--- config.mk ---
export PLATFORM = sky130hd
export DESIGN_NAME = alu_sequencer_flat
export DESIGN_NICKNAME = d
export VERILOG_FILES = /design/src/rtl/alu_seq_pkg.sv /design/src/rtl/alu_sequencer_if.sv /design/src/rtl/alu_op_decode.sv /design/src/rtl/alu_sequencer.sv /design/src/flat_wrapper.sv
export SDC_FILE = /design/constraint.sdc
export NUM_CORES = 1
export LEC_CHECK = 0
export BUFFER_PORTS_ARGS = -buffer_cell sky130_fd_sc_hd__clkbuf_2
export CAP_MARGIN = 20
export CELL_PAD_IN_SITES_DETAIL_PLACEMENT = 0
export CELL_PAD_IN_SITES_GLOBAL_PLACEMENT = 1
export CORE_UTILIZATION = 30
export DETAILED_ROUTE_END_ITERATION = 7
export GPL_TIMING_DRIVEN = 0
export PLACE_DENSITY_LB_ADDON = 0.1
export SLEW_MARGIN = 10
export SYNTH_ARGS = -nofsm -noshare
export SYNTH_HDL_FRONTEND = slang
export SYNTH_SLANG_ARGS = --single-unit
--- constraint.sdc ---
create_clock -name clk -period 1.7 [get_ports clk]
set_clock_uncertainty 0.15 [all_clocks]
set_input_delay 0.17 -clock clk [delete_from_list [all_inputs] [get_ports clk]]
set_output_delay 0.17 -clock clk [all_outputs]
set_load 0.01 [all_outputs]
--- src/rtl/alu_seq_pkg.sv ---
// Shared opcode map, FSM states and latency classes for the ALU sequencer.
package alu_seq_pkg;
    localparam logic [4:0] OP_ADD = 5'b00011;
    localparam logic [4:0] OP_SUB = 5'b00100;
    localparam logic [4:0] OP_SHR = 5'b00101;
    localparam logic [4:0] OP_SHL = 5'b00110;
    localparam logic [4:0] OP_ROR = 5'b00111;
    localparam logic [4:0] OP_ROL = 5'b01000;
    localparam logic [4:0] OP_AND = 5'b01001;
    localparam logic [4:0] OP_OR  = 5'b01010;
    localparam logic [4:0] OP_MUL = 5'b01110;
    localparam logic [4:0] OP_DIV = 5'b01111;
    localparam logic [4:0] OP_NEG = 5'b10000;
    localparam logic [4:0] OP_NOT = 5'b10001;

    typedef enum logic [1:0] {IDLE, EXEC, DONE} state_e;
    typedef enum logic [1:0] {LAT_SIMPLE, LAT_MUL, LAT_DIV} lat_e;
endpackage

--- src/rtl/alu_sequencer_if.sv ---
// Request/ALU/response bundle; slave is the sequencer side, master the requester/ALU side.
interface alu_sequencer_if;
    logic        req_valid;
    logic        req_ready;
    logic [4:0]  req_opcode;
    logic [31:0] req_a;
    logic [31:0] req_b;
    logic [31:0] alu_a;
    logic [31:0] alu_b;
    logic [4:0]  alu_opcode;
    logic [63:0] alu_c;
    logic        res_valid;
    logic        res_ready;
    logic [63:0] res_z;
    logic        res_err;
    logic [31:0] hi_out;
    logic [31:0] lo_out;
    logic        busy;

    modport slave (
        input  req_valid, req_opcode, req_a, req_b, alu_c, res_ready,
        output req_ready, alu_a, alu_b, alu_opcode, res_valid, res_z, res_err,
               hi_out, lo_out, busy
    );
    modport master (
        output req_valid, req_opcode, req_a, req_b, alu_c, res_ready,
        input  req_ready, alu_a, alu_b, alu_opcode, res_valid, res_z, res_err,
               hi_out, lo_out, busy
    );
endinterface

--- src/rtl/alu_op_decode.sv ---
// Combinational opcode classifier: legality, latency class, HI/LO write, divide-by-zero.
module alu_op_decode
    import alu_seq_pkg::*;
(
    input  logic [4:0]  opcode_i,
    input  logic [31:0] b_i,
    output logic        legal_o,
    output lat_e        lat_o,
    output logic        writes_hilo_o,
    output logic        div_zero_o
);
    always_comb begin
        legal_o       = 1'b1;
        lat_o         = LAT_SIMPLE;
        writes_hilo_o = 1'b0;
        unique case (opcode_i)
            OP_ADD, OP_SUB, OP_SHR, OP_SHL, OP_ROR, OP_ROL,
            OP_AND, OP_OR, OP_NEG, OP_NOT: ;
            OP_MUL: begin lat_o = LAT_MUL; writes_hilo_o = 1'b1; end
            OP_DIV: begin lat_o = LAT_DIV; writes_hilo_o = 1'b1; end
            default: legal_o = 1'b0;
        endcase
    end

    assign div_zero_o = (opcode_i == OP_DIV) && (b_i == 32'd0);
endmodule

--- src/rtl/alu_sequencer.sv ---
// One-at-a-time ALU front end: latch operands, wait per-class latency, capture result and HI/LO.
module alu_sequencer
    import alu_seq_pkg::*;
#(
    parameter int MUL_CYCLES = 4,
    parameter int DIV_CYCLES = 8
) (
    input  logic          clk,
    input  logic          clear,
    alu_sequencer_if.slave bus
);
    localparam int MAXC = (MUL_CYCLES > DIV_CYCLES) ? MUL_CYCLES : DIV_CYCLES;
    localparam int CW   = (MAXC > 1) ? $clog2(MAXC) : 1;

    state_e        state_q;
    logic [CW-1:0] cnt_q, cnt_d;
    logic [31:0]   alu_a_q, alu_b_q, hi_q, lo_q;
    logic [4:0]    alu_op_q;
    logic [63:0]   res_z_q;
    logic          res_err_q, res_valid_q, busy_q, err_q, hilo_q;

    logic legal, writes_hilo, div_zero, err_d;
    lat_e lat;

    alu_op_decode u_dec (
        .opcode_i     (bus.req_opcode),
        .b_i          (bus.req_b),
        .legal_o      (legal),
        .lat_o        (lat),
        .writes_hilo_o(writes_hilo),
        .div_zero_o   (div_zero)
    );

    // Error ops skip the wait entirely; the ALU output is discarded for them anyway.
    assign err_d = !legal || div_zero;
    always_comb begin
        cnt_d = '0;
        if (!err_d) begin
            unique case (lat)
                LAT_MUL: cnt_d = CW'(MUL_CYCLES - 1);
                LAT_DIV: cnt_d = CW'(DIV_CYCLES - 1);
                default: cnt_d = '0;
            endcase
        end
    end

    always_ff @(posedge clk or negedge clear) begin
        if (!clear) begin
            state_q     <= IDLE;
            cnt_q       <= '0;
            alu_a_q     <= '0;
            alu_b_q     <= '0;
            alu_op_q    <= '0;
            res_z_q     <= '0;
            res_err_q   <= 1'b0;
            res_valid_q <= 1'b0;
            busy_q      <= 1'b0;
            hi_q        <= '0;
            lo_q        <= '0;
            err_q       <= 1'b0;
            hilo_q      <= 1'b0;
        end else begin
            unique case (state_q)
                IDLE: if (bus.req_valid) begin
                    alu_a_q  <= bus.req_a;
                    alu_b_q  <= bus.req_b;
                    alu_op_q <= bus.req_opcode;
                    cnt_q    <= cnt_d;
                    err_q    <= err_d;
                    hilo_q   <= writes_hilo && !err_d;
                    busy_q   <= 1'b1;
                    state_q  <= EXEC;
                end
                EXEC: if (cnt_q != '0) begin
                    cnt_q <= cnt_q - 1'b1;
                end else begin
                    res_z_q     <= err_q ? 64'd0 : bus.alu_c;
                    res_err_q   <= err_q;
                    res_valid_q <= 1'b1;
                    if (hilo_q) begin
                        hi_q <= bus.alu_c[63:32];
                        lo_q <= bus.alu_c[31:0];
                    end
                    state_q <= DONE;
                end
                DONE: if (bus.res_ready) begin
                    res_valid_q <= 1'b0;
                    busy_q      <= 1'b0;
                    state_q     <= IDLE;
                end
                default: state_q <= IDLE;
            endcase
        end
    end

    assign bus.req_ready  = (state_q == IDLE);
    assign bus.alu_a      = alu_a_q;
    assign bus.alu_b      = alu_b_q;
    assign bus.alu_opcode = alu_op_q;
    assign bus.res_valid  = res_valid_q;
    assign bus.res_z      = res_z_q;
    assign bus.res_err    = res_err_q;
    assign bus.hi_out     = hi_q;
    assign bus.lo_out     = lo_q;
    assign bus.busy       = busy_q;
endmodule

--- src/flat_wrapper.sv ---
// flat-port wrapper written by rule: the top's interface ports become plain ports
module alu_sequencer_flat import alu_seq_pkg::*;
#(
    parameter int MUL_CYCLES = 4,
    parameter int DIV_CYCLES = 8
)
  (clk, clear, bus_req_valid, bus_req_opcode, bus_req_a, bus_req_b, bus_alu_c, bus_res_ready, bus_req_ready, bus_alu_a, bus_alu_b, bus_alu_opcode, bus_res_valid, bus_res_z, bus_res_err, bus_hi_out, bus_lo_out, bus_busy);
  alu_sequencer_if bus_i ();
  input  logic clk;
  input  logic clear;
  input wire logic [$bits(bus_i.req_valid)-1:0] bus_req_valid;
  input wire logic [$bits(bus_i.req_opcode)-1:0] bus_req_opcode;
  input wire logic [$bits(bus_i.req_a)-1:0] bus_req_a;
  input wire logic [$bits(bus_i.req_b)-1:0] bus_req_b;
  input wire logic [$bits(bus_i.alu_c)-1:0] bus_alu_c;
  input wire logic [$bits(bus_i.res_ready)-1:0] bus_res_ready;
  output wire logic [$bits(bus_i.req_ready)-1:0] bus_req_ready;
  output wire logic [$bits(bus_i.alu_a)-1:0] bus_alu_a;
  output wire logic [$bits(bus_i.alu_b)-1:0] bus_alu_b;
  output wire logic [$bits(bus_i.alu_opcode)-1:0] bus_alu_opcode;
  output wire logic [$bits(bus_i.res_valid)-1:0] bus_res_valid;
  output wire logic [$bits(bus_i.res_z)-1:0] bus_res_z;
  output wire logic [$bits(bus_i.res_err)-1:0] bus_res_err;
  output wire logic [$bits(bus_i.hi_out)-1:0] bus_hi_out;
  output wire logic [$bits(bus_i.lo_out)-1:0] bus_lo_out;
  output wire logic [$bits(bus_i.busy)-1:0] bus_busy;
  assign bus_i.req_valid = bus_req_valid;
  assign bus_i.req_opcode = bus_req_opcode;
  assign bus_i.req_a = bus_req_a;
  assign bus_i.req_b = bus_req_b;
  assign bus_i.alu_c = bus_alu_c;
  assign bus_i.res_ready = bus_res_ready;
  assign bus_req_ready = bus_i.req_ready;
  assign bus_alu_a = bus_i.alu_a;
  assign bus_alu_b = bus_i.alu_b;
  assign bus_alu_opcode = bus_i.alu_opcode;
  assign bus_res_valid = bus_i.res_valid;
  assign bus_res_z = bus_i.res_z;
  assign bus_res_err = bus_i.res_err;
  assign bus_hi_out = bus_i.hi_out;
  assign bus_lo_out = bus_i.lo_out;
  assign bus_busy = bus_i.busy;
  alu_sequencer #(.MUL_CYCLES(MUL_CYCLES), .DIV_CYCLES(DIV_CYCLES)) u_core (.clk(clk), .clear(clear), .bus(bus_i));
endmodule
# Yosys cells after proc, flatten, opt, wreduce, memory -nomap -nowiden
# Index checks and enable logic that the tools add are counted.
# word_totals
output_inout_bits	201
inputBits	137
ff_bits	207
wordCells	73
# op_classes
n_addsub	1
n_eq_ne	20
mux	18
bitwise	1
n_reduce_logical	20
# ops
operator	count
2-to-1 mux 64 bit	1
zero test 32 bit	1
== test 5 x 4 -> 1 bit, second input constant	5
== test 5 x 3 -> 1 bit, second input constant	4
AND reduction 3 bit	5
one-hot mux 3 bit (2 select lines)	2
OR reduction 12 bit	1
== test 5 bit, second input constant	2
2-to-1 mux 3 bit	3
2-to-1 mux 2 bit	3
inequality test 2 bit, second input constant	3
one-hot mux 2 bit (3 select lines)	1
nonzero test 2 bit	3
== test 5 x 2 -> 1 bit, second input constant	1
2-to-1 mux 1 bit	5
== test 2 x 1 -> 1 bit, second input constant	2
== test 2 bit, second input constant	2
one-hot mux 1 bit (2 select lines)	2
one-hot mux 2 bit (2 select lines)	1
AND reduction 2 bit	2
nonzero test 3 bit	1
subtractor 3 x 1 -> 3 bit, second input constant	1
logical AND 1 bit	2
zero test 1 bit	2
5 further kinds	5

# Logic depth before layout (Yosys ltp)
# logic_depth
ltp_word	8
mapped_depth	8
depth_no_buf	6

# Cells and area by module
# Synthesis repeated with hierarchy kept, for this count alone.
# unflattened
cells_unflattened	633
area_unflattened_um2	8249.2
# by_module_without_submodules
module	n_inst	area_per_inst_um2	seq_area_each_um2	cells_per_inst
alu_sequencer	1	8109.0	5180.0	612
alu_op_decode	1	140.1	0.0	21

# Least setup slack after synthesis
# Ideal clock, no wire load.
# synth_path
kind	register to register
startpoint	register u_core.cnt_q[0]
endpoint	register u_core.hi_q[10] (netlist: u_core.bus.hi_out[10])
path_buffers	1
path_stages_with_launch	8
required_ps	1425
t_arrival_ps	1475
period_less_slack_ps	1750
setup_ps	125
path_slack_ps	-50
path_cell_list	dfrtp_1 > inv_1 > ha_1 > nor2b_2 > nor2b_4 > nand2_4 > buf_6 > mux2_4
# synth_between
elab_chain_len	3
# synth_lines
element	line_no	rtl
start, declared	alu_sequencer.sv:16	logic [CW-1:0] cnt_q, cnt_d;
start signal, assigned	alu_sequencer.sv:68	cnt_q <= cnt_d;
start signal, assigned	alu_sequencer.sv:75	cnt_q <= cnt_q - 1'b1;
nonzero test 3 bit	alu_sequencer.sv:74	EXEC: if (cnt_q != '0) begin
NOT 1 bit (no line)	--	
AND reduction 3 bit (no line)	--	
end signal, assigned	alu_sequencer.sv:81	hi_q <= bus.alu_c[63:32];
end, declared	alu_sequencer.sv:17	logic [31:0] alu_a_q, alu_b_q, hi_q, lo_q;
# Every way passes these cells.
# A chain may end at the register's enable or synchronous reset.

# Worst setup path after layout
# layout_path
startpoint	register u_core.cnt_q[0]
endpoint	register u_core.lo_q[22] (netlist: u_core.bus.lo_out[22])
# layout_between
elab_chain_len	3
# layout_lines
element	line_no	rtl
nonzero test 3 bit	alu_sequencer.sv:74	
NOT 1 bit (no line)	--	
AND reduction 3 bit (no line)	--	
end signal, assigned	alu_sequencer.sv:82	lo_q <= bus.alu_c[31:0];
end, declared	alu_sequencer.sv:17	
# Every way passes these cells.

==> metrics.md <==
| Metric | Value |
|---|---|
| Final Power | `between 0.02 and 0.03 W` |
| Multi-input gate area in the final layout | `between 3000 and 4000 sq um` |
| First DRT Iteration DRCs | `approximately 210` |
| Pwr Density | `between 1500 and 2000 nW/um^2` |
| Via count of the first global-routing pass | `7279` |
| Ys flop type | `sky130_fd_sc_hd__dfrtp_1` |
| Internal reg-to-reg setup slack | `-180 ps` |
| Tcrit/Tclk final | `111%` |
| Final critical path time including I/O delays and setup | `approximately 1900 ps` |
| Largest cells by area after synthesis | `sky130_fd_sc_hd__dfrtp_1 58%, sky130_fd_sc_hd__mux2_4 22%, sky130_fd_sc_hd__nand2b_1 4.6%, sky130_fd_sc_hd__o21ai_0 3.5%, sky130_fd_sc_hd__nand2_1 3.0%` |
| Gp weighted congestion | `about 0.74` |
| Launch instance of the worst register-to-register path | `u_core.cnt_q[0]` |
| Initial Utilization | `between 30% and 40%` |
| Share of total power in the clock network | `approximately a fifth` |
| Net switching power figure | `0.00883 W` |
| Synthesis-to-finish area growth | `68.9%` |
| Via-to-Cell Ratio | `roughly 4.4` |
| Capturing point of the worst reg2reg path | `u_core.bus.lo_out[22]` |
| Die area | `between 30000 and 40000 sq um` |
| First-pass DRT Iterations | `4` |
| Class of the worst hold path | `input port to async pin` |
| CP Capture Type | `register` |
| Count of antenna-violating nets left after detailed routing | `0` |
| Number of vias after detailed routing | `between 6000 and 7000` |
| Synthesized area divided by synthesized cell count | `roughly 14 sq um` |
| Utilization after layout | `51.9%` |
| Routed WL per cell | `17.5 um` |
| Cell count after synthesis | `roughly 630` |
| Sequential fraction of the synthesis area | `just under 60%` |
| Internal power of the cells | `around 0.018 W` |
| Die width | `~170 um` |
| Remaining global-route overflow | `0` |
| Reg clk slew, reported paths | `approximately 60 ps` |
| Share of Yosys cell area claimed by the top area cell type | `about three fifths` |
| Largest buffer count on any clock path | `3` |
| Net count of the mapped netlist | `~780` |
| Measured slew at the worst slew-check pin | `about 570 ps` |
| Synth Warn # | `0` |
| Cell type with the highest aggregate area in the netlist | `sky130_fd_sc_hd__dfrtp_1` |
| Filler instances | `2564` |
| Number of clock buffers inserted by TritonCTS | `26` |
| Tightest hold margin | `between 60 and 70 ps` |
| CTS tree | `yes` |
| Setup repair after global routing missed its margin | `true` |
| Clock Latency Late Sink | `around 500 ps` |
| Net count of the finished layout | `around 1300` |
| Number of maximum-capacitance violations | `0` |
| Violations in the final reports | `negative setup slack` |
| Number of I/O pins | `between 300 and 400` |
| Number of setup violations in the final report | `approximately 140` |
| Share of final-layout standard cells stronger than drive strength 1 | `60.0%` |
| Required arrival time at the worst endpoint | `1950 ps` |
| Count of distinct cell types in the synthesized netlist | `36` |
| Async set or reset register ratio after synthesis | `between 90% and 100%` |
| Placeable Area | `28900 sq um` |
| Result of the run | `finished with violations` |
| Root Buffer | `sky130_fd_sc_hd__clkbuf_16` |
| Diodes inserted | `0` |
| Reported leakage power | `between 7 and 8 nW` |
| Global-route wire length before repair | `42800 um` |
| Global-route usage over all layers | `between 15 and 20%` |
| Die Y | `~170 um` |
| Number of pins exceeding their max-slew limit in the final report | `0` |
| Combined area of all synthesized cells | `8890 sq um` |
| Data arrival at the endpoint of the critical path | `roughly 2100 ps` |
| Peak Freq | `around 0.53 GHz` |
| Sum of net half-perimeters after detailed placement | `between 15000 and 20000 um` |
| Count of state elements after synthesis | `207` |
| Reg area | `a little over 5000 sq um` |
| Final hold violations | `0` |
| Most common library cell in the layout ignoring fill and taps | `sky130_fd_sc_hd__clkbuf_2` |
| Worst slew margin relative to its limit | `roughly 60%` |
| Overall routed net length | `27800 um` |
| Flop pwr share | `approximately a third` |
| H-tree depth reported by CTS | `1` |
| Switching power share of the total | `approximately a third` |
| Number of buffers inserted by port buffering | `between 300 and 400` |
| Depth of the most critical reg-to-reg path | `7` |
| Part of the total power dissipated in combinational logic | `roughly half` |
| Largest net degree at the start of global routing | `92` |
| Worst setup path class | `register to register` |
| Crit path max fanout | `10` |
| Commonest non-fill, non-tap cells in the layout | `334 x sky130_fd_sc_hd__clkbuf_2, 205 x sky130_fd_sc_hd__dfrtp_1, 136 x sky130_fd_sc_hd__dlygate4sd3_1` |
| Initial antenna violation count | `0` |
| DRC viols | `0` |
| Count of flip-flops with a built-in enable after synthesis | `0` |
| Row count | `a little over 60` |
| Number of sinks on the clock net | `around 210` |
| Kind of start point of the critical path | `register` |
| Final setup slack of the worst path | `-179 ps` |
| Worst vdd rail ir drop | `around 800 uV` |
[how the worst max path moves through the flow]
stage / end / cells past startpoint / start
2_1_floorplan: u_core.bus.hi_out[12] / 7 / u_core.cnt_q[0]
3_3_place_gp: u_core.bus.alu_b[7] / 1 / clear
3_5_place_dp: u_core.bus.res_z[0] / 8 / u_core.cnt_q[0]
4_1_cts: u_core.bus.hi_out[20] / 7 / u_core.cnt_q[0]
5_1_grt: u_core.bus.hi_out[3] / 7 / u_core.cnt_q[0]
6_report: u_core.bus.lo_out[22] / 7 / u_core.cnt_q[0]
[metal layers]
metal / routed length [um] / part of all wire (%) / global-route usage, % / up-vias
li1: - / - / - / 3290
met1: 12400 / 44 / 24.3 / 3413
met2: 13700 / 49 / 29.9 / 189
met3: 1050 / 3.8 / 2.80 / 36
met4: 681 / 2.4 / 4.97 / 0
met5: 0 / 0 / 0 / -
[kinds of logic after synthesis]
kind of cell	Yosys count	share of synthesized area (%)
buf+inv	42	3.94
flops	207	58.2
fa+ha+maj	4	0.563
compound gates	82	4.95
mux	136	22.6
simple gates	163	9.73
[layout make-up]
class                      instances  share of cell area [%]
buffer                            34                    3.47
clock buffer                      40                    5.42
clock inverter                     8                   0.266
inverter                           6                   0.200
multi-input combinational        385                    26.0
sequential                       207                    34.5
tap                              384                    3.20
timing repair buffer             528                    27.0
[through the flow]
| stage | TNS (ps) | std cells | instance area, sq um | setup WS [ps] |
|---|---|---|---|---|
| final | -19650 | 1592 | 15000 | -179 |
| after global routing | -30000 | 1592 | 15000 | -260 |
| after CTS | -24310 | 1584 | 14600 | -218 |
| after detailed placement | -34410 | 1357 | 11100 | -294 |
| after global placement | -912920 | 1355 | 11100 | -4260 |
| after floorplan | -2410 | 634 | 8900 | -40.9 |
[power groups by stage]
| stage | Clock, W | Sequential [W] | Combinational (W) |
|---|---|---|---|
| after CTS | 0.00559 | 0.00822 | 0.0122 |
| final | 0.00543 | 0.00830 | 0.0127 |
| after detailed placement | 0 | 0.00817 | 0.00915 |
| after global placement | 0 | 0.00818 | 0.00910 |
| after global routing | 0.00580 | 0.00859 | 0.0136 |
| after floorplan | 0 | 0.00907 | 0.00463 |
[synth_stat cells (3+ instances only)]
master                     number
sky130_fd_sc_hd__dfrtp_1      207
sky130_fd_sc_hd__mux2_4       128
sky130_fd_sc_hd__nand2_1       72
sky130_fd_sc_hd__nand2b_1      66
sky130_fd_sc_hd__o21ai_0       62
sky130_fd_sc_hd__clkbuf_1      11
sky130_fd_sc_hd__buf_12         8
sky130_fd_sc_hd__buf_2          8
sky130_fd_sc_hd__nor4_1         8
sky130_fd_sc_hd__buf_6          6
sky130_fd_sc_hd__o31ai_1        6
sky130_fd_sc_hd__a21oi_1        5
sky130_fd_sc_hd__inv_1          5
sky130_fd_sc_hd__mux2_2         5
sky130_fd_sc_hd__ha_1           4
sky130_fd_sc_hd__nor2_1         4
sky130_fd_sc_hd__o21ai_1        4
sky130_fd_sc_hd__mux2i_1        3
[worst max-delay path, cell delays in order (launching register included)]
cell	delay, ps
sky130_fd_sc_hd__dfrtp_1	390
sky130_fd_sc_hd__inv_2	80
sky130_fd_sc_hd__ha_4	130
sky130_fd_sc_hd__nor2b_4	150
sky130_fd_sc_hd__nor2b_4	220
sky130_fd_sc_hd__nand2_8	140
sky130_fd_sc_hd__buf_8	200
sky130_fd_sc_hd__mux2_4	300
[repair_timing]
action                     in CTS  in global routing
gates cloned                   21                  3
setup endpoints to repair     200                206
hold endpoints to repair      268                  0
pin swaps                      66                 25
buffers inserted               23                  9
hold buffers                  136                  0
resized for setup             201                110
[registers in the layout, indices dropped and copies added, names as in the netlist]
signal,flops
u_core.cnt_q,3
u_core.bus.busy,1
u_core.bus.lo_out,32
u_core.bus.res_valid,1
u_core.bus.res_err,1
u_core.err_q,1
u_core.bus.hi_out,32
u_core.bus.alu_opcode,5
u_core.state_q,2
u_core.hilo_q,1
u_core.bus.alu_b,32
u_core.bus.alu_a,32
u_core.bus.res_z,64
(Power assumes the default switching activity.)
